`src/rtl/ssy_pkg.sv`:
```
// Shared types for the ssy request issuer: FSM state encoding and completion status.
package ssy_pkg;

  typedef enum logic [1:0] {
    EMPTY  = 2'd0,
    ISSUE  = 2'd1,
    WAIT   = 2'd2,
    REPORT = 2'd3
  } issuer_state_t;

  typedef enum logic [1:0] {
    GRANTED = 2'd0,
    DROPPED = 2'd1
  } done_status_t;

endpackage

```
`src/rtl/ssy_job_fifo.sv`:
```
// Job ID FIFO: power-of-two depth, wrapping pointers, registered occupancy count.
module ssy_job_fifo #(
  parameter int DEPTH = 4,
  parameter int ID_W  = 4,
  localparam int PTR_W = $clog2(DEPTH)
) (
  input  logic             clk,
  input  logic             reset_n,
  input  logic             push,
  input  logic [ID_W-1:0]  push_id,
  input  logic             pop,
  output logic             full,
  output logic             empty,
  output logic [ID_W-1:0]  head,
  output logic [PTR_W:0]   count
);

  logic [ID_W-1:0]  mem_q [DEPTH];
  logic [PTR_W-1:0] wr_ptr_q, wr_ptr_d;
  logic [PTR_W-1:0] rd_ptr_q, rd_ptr_d;
  logic [PTR_W:0]   count_q, count_d;
  logic             do_push, do_pop;

  assign full    = (count_q == (PTR_W + 1)'(DEPTH));
  assign empty   = (count_q == '0);
  assign do_push = push && !full;
  assign do_pop  = pop && !empty;
  assign head    = mem_q[rd_ptr_q];
  assign count   = count_q;

  always_comb begin
    wr_ptr_d = wr_ptr_q;
    rd_ptr_d = rd_ptr_q;
    count_d  = count_q;
    if (do_push) wr_ptr_d = wr_ptr_q + 1'b1;
    if (do_pop)  rd_ptr_d = rd_ptr_q + 1'b1;
    case ({do_push, do_pop})
      2'b10:   count_d = count_q + 1'b1;
      2'b01:   count_d = count_q - 1'b1;
      default: count_d = count_q;
    endcase
  end

  always_ff @(posedge clk or negedge reset_n) begin
    if (!reset_n) begin
      wr_ptr_q <= '0;
      rd_ptr_q <= '0;
      count_q  <= '0;
    end else begin
      wr_ptr_q <= wr_ptr_d;
      rd_ptr_q <= rd_ptr_d;
      count_q  <= count_d;
    end
  end

  // Storage carries data only, so it needs no reset.
  always_ff @(posedge clk) begin
    if (do_push) mem_q[wr_ptr_q] <= push_id;
  end

endmodule

```
`src/rtl/ssy_req_issuer.sv`:
```
// Issues buffered job IDs to the ssy arbiter one at a time, retrying on grant
// timeout and reporting each job's outcome and grant latency.
module ssy_req_issuer
  import ssy_pkg::*;
#(
  parameter int DEPTH     = 4,
  parameter int ID_W      = 4,
  parameter int TIMEOUT   = 15,
  parameter int MAX_RETRY = 2,
  parameter int LAT_W     = 8
) (
  input  logic             clk,
  input  logic             reset_n,
  input  logic             job_valid,
  input  logic [ID_W-1:0]  job_id,
  output logic             job_ready,
  output logic             request,
  input  logic             idle,
  input  logic             granted,
  output logic             done_valid,
  output logic [ID_W-1:0]  done_id,
  output logic [1:0]       done_status,
  output logic [LAT_W-1:0] done_latency,
  output logic             spurious_grant
);

  localparam int CNT_W = $clog2(DEPTH) + 1;
  localparam int RTY_W = $clog2(MAX_RETRY + 2);
  localparam logic [LAT_W-1:0] TMO_LAST = LAT_W'(TIMEOUT - 1);

  issuer_state_t    state_q, state_d;
  logic [LAT_W-1:0] wait_cnt_q, wait_cnt_d;
  logic [RTY_W-1:0] retry_q, retry_d;
  logic [ID_W-1:0]  done_id_q, done_id_d;
  done_status_t     done_status_q, done_status_d;
  logic [LAT_W-1:0] done_latency_q, done_latency_d;
  logic             spurious_q, spurious_d;

  logic             push, pop, full, empty, timeout;
  logic [ID_W-1:0]  head;
  logic [CNT_W-1:0] count;

  function automatic logic [LAT_W-1:0] sat_inc(input logic [LAT_W-1:0] v);
    return (&v) ? v : v + 1'b1;
  endfunction

  ssy_job_fifo #(
    .DEPTH (DEPTH),
    .ID_W  (ID_W)
  ) u_fifo (
    .clk     (clk),
    .reset_n (reset_n),
    .push    (push),
    .push_id (job_id),
    .pop     (pop),
    .full    (full),
    .empty   (empty),
    .head    (head),
    .count   (count)
  );

  assign job_ready      = !full;
  assign push           = job_valid && !full;
  assign pop            = (state_q == REPORT);
  // Combinational in idle so a request never appears while ssy is busy.
  assign request        = (state_q == ISSUE) && idle;
  assign done_valid     = (state_q == REPORT);
  assign done_id        = done_id_q;
  assign done_status    = done_status_q;
  assign done_latency   = done_latency_q;
  assign spurious_grant = spurious_q;
  // The counter starts at 0, so the last WAIT cycle is TIMEOUT-1.
  assign timeout        = (wait_cnt_q == TMO_LAST);

  always_comb begin
    state_d        = state_q;
    wait_cnt_d     = wait_cnt_q;
    retry_d        = retry_q;
    done_id_d      = done_id_q;
    done_status_d  = done_status_q;
    done_latency_d = done_latency_q;
    spurious_d     = spurious_q | (granted && (state_q != WAIT));
    case (state_q)
      EMPTY: begin
        if (push || !empty) state_d = ISSUE;
      end
      ISSUE: begin
        if (idle) begin
          state_d    = WAIT;
          wait_cnt_d = '0;
        end
      end
      WAIT: begin
        wait_cnt_d = wait_cnt_q + 1'b1;
        if (granted) begin
          state_d        = REPORT;
          done_id_d      = head;
          done_status_d  = GRANTED;
          done_latency_d = sat_inc(wait_cnt_q);
        end else if (timeout) begin
          if (retry_q < RTY_W'(MAX_RETRY)) begin
            retry_d = retry_q + 1'b1;
            state_d = ISSUE;
          end else begin
            state_d        = REPORT;
            done_id_d      = head;
            done_status_d  = DROPPED;
            done_latency_d = '0;
          end
        end
      end
      REPORT: begin
        retry_d = '0;
        // Head is popped this cycle; a concurrent push keeps the FIFO non-empty.
        if (push || (count > CNT_W'(1))) state_d = ISSUE;
        else                             state_d = EMPTY;
      end
      default: state_d = EMPTY;
    endcase
  end

  always_ff @(posedge clk or negedge reset_n) begin
    if (!reset_n) begin
      state_q        <= EMPTY;
      wait_cnt_q     <= '0;
      retry_q        <= '0;
      done_id_q      <= '0;
      done_status_q  <= GRANTED;
      done_latency_q <= '0;
      spurious_q     <= 1'b0;
    end else begin
      state_q        <= state_d;
      wait_cnt_q     <= wait_cnt_d;
      retry_q        <= retry_d;
      done_id_q      <= done_id_d;
      done_status_q  <= done_status_d;
      done_latency_q <= done_latency_d;
      spurious_q     <= spurious_d;
    end
  end

endmodule

```
`config.mk`:
```
export PLATFORM = sky130hd
export DESIGN_NAME = ssy_req_issuer
export DESIGN_NICKNAME = d
export VERILOG_FILES = /design/src/rtl/ssy_pkg.sv /design/src/rtl/ssy_job_fifo.sv /design/src/rtl/ssy_req_issuer.sv
export SDC_FILE = /design/constraint.sdc
export NUM_CORES = 1
export LEC_CHECK = 0
export BUFFER_PORTS_ARGS = -buffer_cell sky130_fd_sc_hd__buf_4
export CAP_MARGIN = 10
export CORE_MARGIN = 1.5
export CORE_UTILIZATION = 45
export DETAILED_ROUTE_END_ITERATION = 10
export PLACE_DENSITY = 0.72
export SKIP_CTS_REPAIR_TIMING = 1
export SLEW_MARGIN = 30
export SYNTH_ARGS = -nofsm -noshare
export SYNTH_HDL_FRONTEND = slang
export SYNTH_SLANG_ARGS = --single-unit
```
`constraint.sdc`:
```
create_clock -name clk -period 2.7 [get_ports clk]
set_clock_uncertainty 0.2 [all_clocks]
set_input_delay 0.54 -clock clk [delete_from_list [all_inputs] [get_ports clk]]
set_output_delay 0.54 -clock clk [all_outputs]
set_load 0.02 [all_outputs]
```
* After elaboration in Yosys (flattened, before gate mapping)
Memories as Yosys holds them, arrays and structs flattened.
Cells that the tools add are included.
** Storage, ports and cells
- Register bits :: 34
- Memory bits (writable) :: 16
- Memories :: 1
** Cells by class
- Add/subtract/negate cells :: 6
- Order comparisons :: 2
- Equal/unequal tests :: 15
- Mux-type cells :: 26
- Bitwise operators :: 1
- Reduce and logical (&&, ||, !) cells :: 20
** Memory list
- u_fifo.mem_q :: words 4, width 4, rd ports 1, clocked after Yosys merged registers in 0, wr ports 1, RTL line ssy_job_fifo.sv:18 : logic [ID_W-1:0] mem_q [DEPTH];
** Operator list (number)
- $mux W8 :: 5
- $mux W2 :: 11
- $pmux W8 S2 :: 1
- $ne A2 B2 Y1 const B :: 7
- $mux W4 :: 3
- $add A8 B1 Y8 const B :: 1
- $eq A8 B4 Y1 const B :: 1
- $pmux W2 S4 :: 1
- $reduce_and A8 Y1 :: 1
- $reduce_bool A2 Y1 :: 4
- $add A2 B1 Y2 const B :: 3
- $eq A2 B2 Y1 const B :: 3
- $pmux W3 S2 :: 1
- $reduce_and A3 Y1 :: 2
- $logic_and A1 B1 Y1 :: 5
- $eq A2 B1 Y1 const B :: 2
- $pmux W2 S2 :: 1
- $reduce_and A4 Y1 :: 1
- $add A3 B1 Y3 const B :: 1
- $eq A3 B3 Y1 const B :: 1
- $gt A3 B1 Y1 const B :: 1
- $logic_not A3 Y1 :: 1
- $mux W1 :: 3
- $ne A3 B3 Y1 const B :: 1
- other kinds (7) :: 9

* Logic depth before layout (Yosys ltp)
Gate-level depths: netlist of the first run.
- Depth in word-level cells :: 6
- Gate-level depth with buffers :: 9
- Depth with buffers taken out :: 9

* By module
Synthesis of the first run repeated with hierarchy kept, for this count alone.
** Unflattened totals
- Cell total of the unflattened synthesis :: 192
- Area total of the unflattened synthesis :: 2398.6 µm²
** Modules (own cells, without submodules)
- ssy_req_issuer :: times used 1, cells each 134, area an instance 1381.3 µm², seq. area each 650.6 µm²
- ssy_job_fifo :: times used 1, cells each 58, area an instance 1017.2 µm², seq. area each 655.6 µm²

* Least setup slack after synthesis of the first run
Ideal clock, no wire load.
- Kind :: flip-flop to flip-flop
- From :: register u_fifo.count_q[0], in the netlist u_fifo.count[0]
- To :: register u_fifo.count_q[2], in the netlist u_fifo.count[2]
- Setup time :: 0.080 ns
- Data arrival time :: 1.726 ns
- Required time :: 2.420 ns
- Slack :: 0.695 ns
- Stages on the path, launching flop included :: 9
- Path buffers :: 0
- Period minus slack after synthesis :: 2.005 ns
- Path through :: dfrtp_1 > inv_1 > ha_1 > nand2_1 > and2_1 > inv_1 > ha_1 > nor2_1 > xnor2_1
** Between the ends
- Longest elaborated chain between the ends :: 6
- Elaborated cells between the ends (all ways) :: 13
** Ends and longest elaborated chain
- from (decl) :: RTL line ssy_job_fifo.sv:21 : logic [PTR_W:0] count_q, count_d;
- from (signal assigned) :: RTL line ssy_job_fifo.sv:52 : count_q <= count_d;
- $eq A3 B3 Y1 * :: RTL line ssy_job_fifo.sv:24 : assign full = (count_q == (PTR_W + 1)'(DEPTH));
- $logic_not A1 Y1 *
- named net job_ready :: RTL line ssy_req_issuer.sv:16 : output logic job_ready,
- $logic_and A1 B1 Y1 :: RTL line ssy_req_issuer.sv:63 : assign push = job_valid && !full;
- $logic_and A1 B1 Y1 * :: RTL line ssy_job_fifo.sv:26 : assign do_push = push && !full;
- $eq A2 B1 Y1 or $eq A2 B2 Y1 (tied branches) :: RTL line ssy_job_fifo.sv:37 : case ({do_push, do_pop})
- $pmux W3 S2 or $reduce_bool A2 Y1 (tied branches)
Mark *: on every way through the listed nets, which the timed path passes. The rest lies on a longest branch.
A chain may end at the register's enable or synchronous reset.

* Final worst setup path of the first run
- From :: register state_q[0]
- To :: output port request
** Between the ends
- Longest elaborated chain between the ends :: 2
** Ends and longest elaborated chain
- from (decl) :: RTL line ssy_req_issuer.sv:31 : issuer_state_t state_q, state_d;
- from (signal assigned) :: RTL line ssy_req_issuer.sv:132 : state_q <= state_d;
- $eq A2 B1 Y1 :: RTL line ssy_req_issuer.sv:66 : assign request = (state_q == ISSUE) && idle;
- $logic_and A1 B1 Y1 :: RTL line ssy_req_issuer.sv:66
- to (decl) :: RTL line ssy_req_issuer.sv:17 : output logic request,
No other way between the ends.

==> results of run 1 <==
==> flip-flops by register name, indices dropped and copies added (netlist names) <==
name / cells
done_id: 4
done_status: 1
retry_q: 2
state_q: 2
done_latency: 8
wait_cnt_q: 8
u_fifo.count: 3
u_fifo.mem_q: 16
u_fifo.wr_ptr_q: 2
spurious_grant: 1
u_fifo.rd_ptr_q: 2
==> layout by cell type, fill, tap and decap left out, drive strengths merged, types with 2 or more instances in the layout <==
| master | synthesis | final |
|---|---|---|
| a21o | 3 | 3 |
| mux2i | 3 | 3 |
| mux2 | 4 | 4 |
| nand2 | 10 | 10 |
| and2 | 4 | 4 |
| o22ai | 2 | 2 |
| o311ai | 2 | 2 |
| edfxtp | 16 | 16 |
| mux4 | 4 | 4 |
| o21ai | 10 | 10 |
| clkbuf | 3 | 6 |
| buf | 4 | 26 |
| o2bb2ai | 3 | 3 |
| inv | 13 | 14 |
| a311oi | 3 | 3 |
| nand4 | 2 | 2 |
| o21bai | 2 | 2 |
| ha | 11 | 11 |
| nand3 | 4 | 4 |
| nor2 | 7 | 7 |
| xnor2 | 7 | 7 |
| nor3 | 5 | 5 |
| o21a | 2 | 2 |
| a22o | 2 | 2 |
| and3 | 6 | 6 |
| xor2 | 3 | 3 |
| a21oi | 12 | 12 |
| dfrtp | 33 | 33 |
==> worst max path at each step <==
stage,to,depth (start not counted)
after floorplan,u_fifo.count[2],8
after global placement,u_fifo.count[2],6
after detailed placement,u_fifo.count[2],6
after CTS,request,3
after global routing,u_fifo.count[2],6
final,request,3
==> per-layer routing <==
layer  up-vias  GRT usage
met1       807      0.232
met5         -          0
li1        752          -
met2        49      0.274
met4         0     0.0714
met3         8     0.0503
==> power breakdown <==
| group | internal, uW | switching [uW] |
|---|---|---|
| clock network | 247 | 264 |
| logic | 456 | 509 |
| registers | 977 | 193 |
==> final cells by class <==
cell class / instances / area (um2) / share of cell area
Tap cell: 70 / 87.6 / 0.0319
Clock inverter: 2 / 20.0 / 0.00730
Clock buffer: 6 / 93.8 / 0.0342
Timing Repair Buffer: 27 / 205 / 0.0748
Inverter: 13 / 48.8 / 0.0178
Multi-Input combinational cell: 124 / 981 / 0.358
Sequential cell: 49 / 1310 / 0.476
==> metrics by stage <==
step / hold slack, ps / total power (uW) / util / cells
6_report: 225 / 2650 / 0.537 / 291
5_1_grt: 219 / 2830 / 0.537 / 291
4_1_cts: -34.9 / 2670 / 0.535 / 290
3_5_place_dp: 269 / 2160 / 0.513 / 282
3_3_place_gp: 265 / 2130 / 0.513 / 282
2_1_floorplan: 44.4 / 1830 / - / 193
==> logic make-up after synthesis <==
kind of cell | after synthesis | synth area share
other | 1 | 0.00157
buffers and inverters | 20 | 0.0399
multiplexers | 11 | 0.0709
AND/OR/NAND/NOR | 44 | 0.106
flip-flops | 49 | 0.548
XOR/XNOR | 10 | 0.0368
adder cells (fa/ha/maj) | 11 | 0.0578
AO/OA/AOI/OAI | 47 | 0.139
==> worst max-delay path: stages (launching register included) <==
cell and delay [ps]:
dfrtp_1 480, nand2_1 210, nor2_1 250, buf_4 190
==> flow_metrics.env, run 1 <==
export IMPL_drt_pass1_iterations=4
export IMPL_antenna_cells=0
export IMPL_crit_path_end_kind="output port"
export IMPL_drtIter0Drc=159
export IMPL_drc_errors=0
export IMPL_r2r_start="state_q[1]"
export IMPL_rsz0062_at_grt="no"
export IMPL_ys_warnings_count=0
export IMPL_synth_top_cell_area_share=0.347
export IMPL_leakagePower_uw=0.00118
export IMPL_setup_tns_ps=0
export IMPL_cts_tree="done"
export IMPL_rrSetupSlack_ps=550
export IMPL_vias=1616
export IMPL_hold_class="input pin to flip-flop"
export IMPL_status="complete, no violations"
export IMPL_cts_root_buffer="clkbuf_8"
export IMPL_start_kind="flip-flop"
export IMPL_fmax_mhz=459
export IMPL_cellPowerDensity_mw_per_mm2=965
export IMPL_min_period_ps=2180
export IMPL_final_hold_violation_count=0
export IMPL_critPathLaunch="state_q[0]"
export IMPL_ys_flop_type="dfrtp_1"
export IMPL_wl_mm=4.51
export IMPL_min_delay_path_depth=1
export IMPL_clk_pin_slew_ps=100
export IMPL_crit_arrival_ps=1440
export IMPL_cp_required_ps=1960
export IMPL_highest_layer="met4"
export IMPL_ant_nets=0
export IMPL_met2RoutedLength_mm=2.20
export IMPL_synth_area_top_cells="dfrtp_1, edfxtp_1, ha_1"
export IMPL_io_pin_count=27
export IMPL_critical_path_class="flip-flop to output port"
export IMPL_postLayoutSetupSlackWorst_ps=523
export IMPL_via_per_inst=5.55
export IMPL_die_h_um=75.8
export IMPL_grt_max_degree=34
export IMPL_pre_cts_ws_ps=575
export IMPL_final_area_mm2=0.00274
export IMPL_hold_start="job_id[3]"
export IMPL_synth_seq_area_share=0.548
export IMPL_grt_overflow_total=0
export IMPL_cts_sinks=49
export IMPL_wl_met3_um=229
export IMPL_area_growth_pct=15.1
export IMPL_place_congestion=0.779
export IMPL_insertion_delay_ps=310
export IMPL_initial_core_util=0.466
export IMPL_die_area_mm2=0.00574
export IMPL_ys_types=47
export IMPL_grt_pass1_wl_mm=7.40
export IMPL_maxCapViolCount=0
export IMPL_ys_async_sr_fraction=0.673
export IMPL_die_w_um=75.8
export IMPL_hpwl_mm=3.32
export IMPL_critPathMaxFanout=8
export IMPL_fillers=435
export IMPL_numCtsBuffers=5
export IMPL_port_buffer_count=25
export IMPL_ir_worst_vdd_v=0.000447
export IMPL_drive_above_1_share=0.231
export IMPL_finalSetupViolations=0
export IMPL_avgRoutedWirePerCell_um=15.5
export IMPL_yosysMostFrequentCell="dfrtp_1"
export IMPL_wl_met1_mm=1.98
export IMPL_r2r_cells=6
export IMPL_num_nets_final=240
export IMPL_core_area_mm2=0.00511
export IMPL_syn_inst=193
export IMPL_ys_top_cells_by_count="dfrtp_1, edfxtp_1, inv_1"
export IMPL_track_usage=0.176
export IMPL_slew_violations=0
export IMPL_grt_pass1_vias=1541
export IMPL_synth_edf_count=16
export IMPL_avgSynthCellArea_um2=12.3
export IMPL_cts_max_level=2
export IMPL_holdPathEnd="u_fifo.mem_q[1][3]"
export IMPL_synth_top_area_cell="dfrtp_1"
export IMPL_regToRegEndpoint="u_fifo.count[2]"
export IMPL_fin_crit_sh=0.806
export IMPL_synth_cell_area_mm2=0.00238
export IMPL_row_count=26
export IMPL_synth_seq_cells=49
export IMPL_cts_path_max_buffers=2
export IMPL_syn_nets=213
export IMPL_antenna_found_initial=0
export IMPL_place_area_mm2=0.00262
Power figures use the tool's default switching activity.
==> run 2: changes to the inputs <==
- PLACE_DENSITY: 0.72 -> 0.74
- clock period: 2.7 -> 1.95 ns (I/O delays scaled with it)
==> flow_metrics.env, run 2 (synthesis gave the netlist of run 1 again) <==
export IMPL_antenna_found_initial=0
export IMPL_cp_slowest_cell="dfrtp_1"
export IMPL_hpwl_mm=3.40
export IMPL_path_cells="inv_2 -> ha_4 -> nand2_2 -> buf_4 -> buf_4"
export IMPL_setup_tns_ps=0
export IMPL_largest_reg_flops=16
export IMPL_r2r_cells=5
export IMPL_hold_class="input pin to flip-flop"
export IMPL_status="complete, no violations"
export IMPL_grt_max_degree=34
export IMPL_rsz0062_at_grt="yes"
export IMPL_initial_core_util=0.466
export IMPL_ir_worst_vdd_v=0.000660
export IMPL_leakagePower_uw=0.00127
export IMPL_slew_violations=0
export IMPL_cts_sinks=49
export IMPL_drtIter0Drc=77
export IMPL_mostFrequentLayoutCell="buf_4"
export IMPL_postLayoutSetupSlackWorst_ps=41.9
export IMPL_die_h_um=75.8
export IMPL_p_switching_uw=1380
export IMPL_place_congestion=0.883
export IMPL_numCtsBuffers=5
export IMPL_p_sw_frac=0.364
export IMPL_track_usage=0.174
export IMPL_grt_overflow_total=0
export IMPL_drive_above_1_share=0.324
export IMPL_power_frac_seq=0.414
export IMPL_crit_path_end_kind="output port"
export IMPL_cts_tree="done"
export IMPL_grt_pass1_wl_mm=7.38
export IMPL_wl_mm=4.65
export IMPL_die_area_mm2=0.00574
export IMPL_top_register="u_fifo.mem_q"
export IMPL_drt_pass1_iterations=4
export IMPL_num_nets_final=263
export IMPL_critPathMaxFanout=5
export IMPL_cellPowerDensity_mw_per_mm2=1300
export IMPL_crit_buf_inv=3
export IMPL_die_w_um=75.8
export IMPL_ant_nets=0
export IMPL_dp_cells=302
export IMPL_cts_path_max_buffers=2
export IMPL_final_hold_violation_count=0
export IMPL_p_int_uw=2410
export IMPL_final_util=0.570
export IMPL_finalSetupViolations=0
export IMPL_min_delay_path_depth=1
export IMPL_cp_required_ps=1360
export IMPL_crit_top_cell="buf_4"
export IMPL_min_period_ps=1910
export IMPL_stdcell_count=314
export IMPL_port_buffer_count=25
export IMPL_fin_crit_sh=0.978
export IMPL_area_growth_pct=22.2
export IMPL_cp_top_family="flip-flops"
export IMPL_regToRegEndpoint="done_latency[3]"
export IMPL_combPwrFrac=0.425
export IMPL_antenna_cells=0
export IMPL_fmax_mhz=524
export IMPL_cts_root_buffer="clkbuf_8"
export IMPL_critical_path_class="flip-flop to output port"
export IMPL_r2r_start="wait_cnt_q[4]"
export IMPL_start_kind="flip-flop"
export IMPL_p_total_uw=3790
export IMPL_drc_errors=0
export IMPL_pre_cts_ws_ps=51.0
export IMPL_crit_arrival_ps=1320
export IMPL_row_count=26
export IMPL_layout_common_cells="buf_4, dfrtp_1, edfxtp_1"
export IMPL_vias=1694
export IMPL_grt_pass1_vias=1597
export IMPL_maxCapViolCount=0
export IMPL_io_pin_count=27
export IMPL_core_area_mm2=0.00511
export IMPL_cts_max_level=2
export IMPL_hold_start="job_id[0]"
export IMPL_rrSetupSlack_ps=100
export IMPL_insertion_delay_ps=310
export IMPL_slowest_delay_ps=420
export IMPL_holdPathEnd="u_fifo.mem_q[3][0]"
export IMPL_clk_pin_slew_ps=90
export IMPL_via_per_inst=5.39
export IMPL_clkPwrFrac=0.161
export IMPL_avgRoutedWirePerCell_um=14.8
## run 2: cell count changes in the layout (fill, tap and decap cells not counted), sizes merged
cell	change
buf	+23
clkbuf	-1
clkinvlp	+1
## run 2: layout make-up
cell class	count	area, um2
clock buffer	5	68.8
tap	70	87.6
sequential	49	1310
inverter	13	48.8
multi-input combinational	124	1000
timing repair buffer	50	378
fill	427	2200
clock inverter	3	20.0
## run 2: how the worst max path moves through the flow
stage / start / to / slack, ps / cells past startpoint
floorplan: u_fifo.count[0] / u_fifo.count[2] / 20 / 8
global placement: wait_cnt_q[1] / done_id[1] / 100 / 4
detailed placement: u_fifo.count[1] / u_fifo.count[2] / 50 / 9
CTS: u_fifo.count[1] / job_ready / -70 / 5
global route: u_fifo.count[1] / job_ready / -30 / 5
finish: u_fifo.count[1] / job_ready / 40 / 5
## run 2: power groups by stage
stage	logic (uW)	clock network (uW)	registers, uW
CTS	1560	629	1570
detailed placement	1550	0	1590
global placement	1520	0	1580
finish	1610	611	1570
floorplan	895	0	1650
global route	1790	665	1610
## run 2: worst register-to-register path: cells and delay by family, from the launching register on
kind,cells,cell delay (ps)
and+or+nand+nor,2,600
DFF,1,420
AOI/OAI and AO/OA,2,350
buffers and inverters,1,180
## run 2: through the flow
stage                     cell area, um2  hold slack (ps)
after detailed placement            2770              164
after global placement              2770              156
after CTS                           2860             -186
after global routing                2910             68.0
after floorplan                     2380             -106
final                               2910             78.2
## run 2: per-layer routing
metal | vias up | routed length (um) | global-route usage
met5 | - | 0 | 0
met4 | 0 | 71 | 0.0635
met3 | 8 | 149 | 0.0397
met2 | 39 | 2330 | 0.288
met1 | 846 | 2090 | 0.225
li1 | 801 | - | -
